==> config.mk <==
export PLATFORM = sky130hd
export DESIGN_NAME = register_file
export DESIGN_NICKNAME = d
export VERILOG_FILES = /design/src/rtl/register_file.sv
export SDC_FILE = /design/constraint.sdc
export NUM_CORES = 1
export LEC_CHECK = 0
export BUFFER_PORTS_ARGS = -buffer_cell sky130_fd_sc_hd__clkbuf_2
export CAP_MARGIN = 15
export CORE_ASPECT_RATIO = 1.25
export CORE_MARGIN = 1.5
export CORE_UTILIZATION = 45
export DETAILED_ROUTE_END_ITERATION = 16
export PLACE_DENSITY = 0.64
export SLEW_MARGIN = 30
export SYNTH_ARGS = -nofsm -noshare
export SYNTH_HDL_FRONTEND = slang
export SYNTH_SLANG_ARGS = --single-unit
==> constraint.sdc <==
create_clock -name clk -period 6.06 [get_ports clk]
set_clock_uncertainty 0.2 [all_clocks]
set_input_delay 1.515 -clock clk [delete_from_list [all_inputs] [get_ports clk]]
set_output_delay 1.515 -clock clk [all_outputs]
set_load 0.01 [all_outputs]
==> src/rtl/register_file.sv <==
// Bank of eight NBits registers (T1-T4, R1-R4) sharing one write function,
// each gated by its own enable bit, with two combinational read ports.
module register_file #(
    parameter int NBits = 8
) (
    input  logic             clk,
    input  logic             rst,
    input  logic [NBits-1:0] i,
    input  logic [1:0]       funsel,
    input  logic [3:0]       rsel,
    input  logic [3:0]       tsel,
    input  logic [2:0]       o1sel,
    input  logic [2:0]       o2sel,
    output logic [NBits-1:0] o1,
    output logic [NBits-1:0] o2
);

    // Storage is indexed by the read-select code: 0..3 = T1..T4, 4..7 = R1..R4.
    logic [NBits-1:0] regs_q [8];
    logic [NBits-1:0] regs_d [8];
    logic [7:0]       en_s;

    function automatic logic [NBits-1:0] next_val(
        input logic [NBits-1:0] q,
        input logic [1:0]       fs,
        input logic [NBits-1:0] din
    );
        logic [NBits-1:0] r;
        case (fs)
            2'b00:   r = '0;
            2'b01:   r = din;
            2'b10:   r = q - {{(NBits-1){1'b0}}, 1'b1};
            2'b11:   r = q + {{(NBits-1){1'b0}}, 1'b1};
            default: r = q;
        endcase
        return r;
    endfunction

    // Enable masks are MSB-first (bit 3 = R1/T1), so reverse them into code order.
    assign en_s = {rsel[0], rsel[1], rsel[2], rsel[3],
                   tsel[0], tsel[1], tsel[2], tsel[3]};

    // Next-state for every register: apply funsel when enabled, else hold.
    always_comb begin
        for (int k = 0; k < 8; k++) begin
            if (en_s[k]) begin
                regs_d[k] = next_val(regs_q[k], funsel, i);
            end else begin
                regs_d[k] = regs_q[k];
            end
        end
    end

    // Register update with synchronous reset taking priority over any write.
    always_ff @(posedge clk) begin
        if (rst) begin
            for (int k = 0; k < 8; k++) begin
                regs_q[k] <= '0;
            end
        end else begin
            for (int k = 0; k < 8; k++) begin
                regs_q[k] <= regs_d[k];
            end
        end
    end

    // Read ports show pre-edge contents; no write bypass.
    always_comb begin
        o1 = regs_q[o1sel];
        o2 = regs_q[o2sel];
    end

endmodule

* Yosys cells after proc, flatten, opt, wreduce, memory -nomap -nowiden
Memory sizes are Yosys's and may differ from the RTL's. Cells that the tools add are included.
Word-level totals: flip-flop bits (word level) 0, memory bits (writable) 64, input port bits 26, memories kept 1
Operators by class: $add $sub $neg 16, eq/ne operators 3, mux-type cells 27, bitwise logic cells 8, reductions and logical operators 1
Memories:
- regs_q | depth 8, bits a word 8, rd ports 10, clocked after memory_dff 0, wr ports 8, RTL line 19 | logic [NBits-1:0] regs_q [8];
Operator list (count):
- 8-bit case mux with 4 select lines | 8
- 8-bit 2-to-1 mux | 16
- 8-bit by 1-bit adder with 8-bit output, second input constant | 8
- 8-bit by 1-bit subtractor with 8-bit output, second input constant | 8
- 1-bit OR | 8
- 2-bit == test, second input constant | 2
- 1-bit 2-to-1 mux | 3
- 2-bit by 1-bit == test with 1-bit output, second input constant | 1
- 2-bit logical NOT | 1

* Longest topological paths before layout
word-level depth 4, mapped depth 10

* Worst setup path after synthesis
OpenSTA, ideal clock, no wires.
kind input to register, start input port funsel[0], end memory regs_q[3][6], library setup time 0.091 ns, arrival 4.461 ns, required time 5.769 ns, slack 1.308 ns, cell stages on the path 9, buffers on the path 1, path through buf_4 > nand2_1 > inv_1 > fa_1 > o21ai_0 > a21o_1 > a21oi_1 > xor2_1 > a311oi_1
RTL lines:
- from (decl) | RTL line 9 | input logic [1:0] funsel,
- to (decl) | RTL line 19

* Final worst setup path
start input port o2sel[1], end output port o2[0]
On the way: longest elaborated chain between the ends 1
RTL lines:
- from (decl) | RTL line 13 | input logic [2:0] o2sel,
- memory read 8 x 8 bit
- to (decl) | RTL line 15 | output logic [NBits-1:0] o2
Every way passes these cells.

==> summary.txt <==
Placement
  – Dpl cell area: 6060 um2
  – I/O Buffers: just over 40
  – Gp weighted congestion: 0.912
  – Post-DP HPWL: roughly 12000 um

STA
  – Tcrit/Tclk final: 0.778
  – Count of final setup violators: 0
  – Setup TNS: 0 ns
  – Final Slew Violations: 0
  – Max_slew headroom: 0.497
  – Least-Margin Pin Slew: around 0.76 ns
  – Final critical-path required period: between 4 and 5 ns
  – RSZ-0062 raised after global routing: no
  – Fin. Hold Viols: 0
  – Worst Hold Slack: about 0.32 ns
  – F_max: approximately 210 MHz

Logic synthesis
  – Synth async-reset ratio: 0
  – Register area share after synthesis: 0.222
  – Unique masters post-synth: 46
  – Post-synth net total: 720
  – Synth Area in XOR/XNOR: 0.0455
  – Top cells by count, synth: 64 x dfxtp_1, 62 x nor2_1, 52 x a311oi_1
  – Synth top area share: 0.222
  – EDFF count, synth: 0
  – Cells after Synth: ~640
  – Yosys top cell by area: dfxtp_1
  – Mean Syn Cell Area: 9.10 um2
  – Synth top area cells: dfxtp_1 22%, ha_1 11%, mux4_2 11%
  – Yosys warnings: 0
  – Synth Area in Compound Gates: 0.225
  – Seq cells post-synth: 64
  – Synth Area in Simple Gates: 0.144
  – Mux contribution to synthesized area: 0.182
  – Largest family of logic cells by synthesized area: compound AO/OA/AOI/OAI gates
  – Syn Std Cell Area: slightly below 6000 um2
  – Ys flop type: dfxtp_1
  – Synth Area in Adders: 0.138
  – Most common cell in the netlist: dfxtp_1

Layout
  – Max reg flops: between 60 and 70
  – Largest regs: regs_q (64)
  – Share of cells above drive strength 1: 0.185
  – Reg with most FFs: regs_q
  – Antenna Cells: 0
  – Core Util, Final: 0.503
  – Design area: 6350 um2
  – Final net count: roughly 740
  – P&R area growth vs syn: 9.83%

Worst setup path
  – Critical path class: primary input to output pin
  – Reg2reg end: regs_q[5][7]$_SDFFE_PP0P_
  – Reg2reg setup slack: around 3.6 ns
  – Critical Path Start: o2sel[1]
  – Slowest CP cell: mux4_1
  – Startpoint types: primary input
  – CP dominant cell by count: clkbuf_2
  – Crit path max fanout: 16
  – Reg-to-Reg Start: regs_q[5][2]$_SDFFE_PP0P_
  – Worst-path cell chain: clkbuf_2, mux4_1, mux2_2, clkbuf_2
  – CP endpoint kind: output pin
  – Crit path capture: o2[0]
  – Crit path DAT: approximately 3.0 ns
  – Worst R2R Path Depth: 7
  – Worst path required time: roughly 4.4 ns
  – CP max stage delay: 0.62 ns

GRT
  – GRT Total Usage: 0.259
  – GRT overflow: 0
  – First-pass GRT wire length: 27200 um
  – Vias in the first global route: ~4900
  – Largest net degree at the start of global routing: 69
  – Initial antenna violation count: 0

Power
  – Sw Share: 0.341
  – Seq pwr share: 0.328
  – Clock power frac: 0.326
  – P_sw: ~0.54 mW
  – Worst IR Drop VDD: roughly 130 uV
  – Leakage: between 2 and 3 nW
  – Int Power: 1.05 mW
  – Combinational power share: 0.345
  – Power Density: about 250 nW/um2

Job
  – Maxcap violations: 0

Route
  – Total number of vias: approximately 5200
  – Post-route antenna net violation count: 0
  – Post-route DRC: 0
  – Wirelength per Cell: between 20 and 25 um
  – Iteration-0 DRC Markers: 315
  – Final WL: between 15000 and 20000 um
  – Via-per-instance ratio: between 6 and 7
  – DRT Pass-1 Iters: 5

CTS
  – Number of setup buffers added after CTS: 0
  – Hold_buf cts: 0
  – Root buf cell: clkbuf_16
  – Clk sink count: between 60 and 70
  – Maximum clock path buffer count: 2
  – Clock latency on the worst-skew pair: approximately 0.33 ns
  – CTS clk-pin slew, worst paths: 0.06 ns
  – H-tree Lvls: 3
  – CTS Buf Count: 9
  – TritonCTS clock tree: done
  – Resize count post-CTS: 0

Floorplanning
  – Initial Util: 0.458
  – Core area: ~13000 um2
  – Row count: 46
  – Die Width: 104 um
  – Die Ht: between 100 and 150 um
  – Top-Level Pins: between 40 and 50
  – Die ar.: between 10000 and 15000 um2

Hold path
  – Hold wc startpoint: regs_q[5][6]$_SDFFE_PP0P_
  – Hold Crit Class: flop to flop

Run status
  – Status: finished clean
## worst max-delay path, delay by kind of cell
family | cells | cell delay, ns
muxes | 2 | 0.92
buffers and inverters | 2 | 0.56
## final cells by class
cell class                      count  area [um2]
Timing Repair Buffer               45         235
Sequential cell                    64        1280
Inverter                           21        78.8
Tap cell                          168         210
Fill cell                        1172        6260
Multi-Input combinational cell    509        4250
Clock buffer                       11         243
Clock inverter                      4        45.0
## per-stage QoR
stage | worst slack (ns) | total power, mW | instances
finish | 1.34 | 1.59 | 822
global route | 1.26 | 1.68 | 822
CTS | 1.34 | 1.59 | 822
floorplan | 1.31 | 0.940 | 635
global placement | 1.37 | 1.05 | 807
detailed placement | 1.33 | 1.07 | 807
## per-layer routing
layer	track usage	wire length, um	vias up
met5	0	0	-
met4	0.120	652	0
met3	0.0360	964	36
met2	0.426	8120	192
met1	0.340	7490	2540
li1	-	-	2461
## power by group through the flow
stage	registers [mW]	logic, mW	clock network [mW]
floorplan	0.501	0.439	0
finish	0.523	0.550	0.520
detailed placement	0.530	0.543	0
global route	0.527	0.610	0.544
global placement	0.528	0.525	0
CTS	0.521	0.548	0.523
## cell usage in the layout, fill, tap and decap left out, types with 20 or more instances in the layout
cell      Yosys  routed
nand2_1      42      41
inv_1        20      20
clkbuf_2      0      41
o21ai_0      27      27
a311oi_1     52      52
xnor2_1      23      23
mux4_2       28      28
a21oi_1      28      28
nor3_1       22      22
nor2_1       62      62
mux2_2       22      22
ha_1         51      51
dfxtp_1      64      64
## logic make-up (layout without fill, tap and decap cells)
logic type,after synthesis,count (layout)
muxes,61,61
xor gates and xnor gates,30,30
and+or+nand+nor,180,180
DFF,64,64
buffers and inverters,62,81
AOI/OAI and AO/OA,179,179
adders and majority gates,59,59
## how the worst min path moves through the flow
| stage | depth (start not counted) | to |
|---|---|---|
| after CTS | 2 | regs_q[5][6]$_SDFFE_PP0P_ |
| after global placement | 2 | regs_q[3][5]$_SDFFE_PP0P_ |
| final | 2 | regs_q[5][6]$_SDFFE_PP0P_ |
| after floorplan | 2 | regs_q[7][6]$_SDFFE_PP0P_ |
| after detailed placement | 2 | regs_q[5][6]$_SDFFE_PP0P_ |
| after global routing | 2 | regs_q[2][2]$_SDFFE_PP0P_ |
No activity file was read; power rests on OpenSTA's default activity.
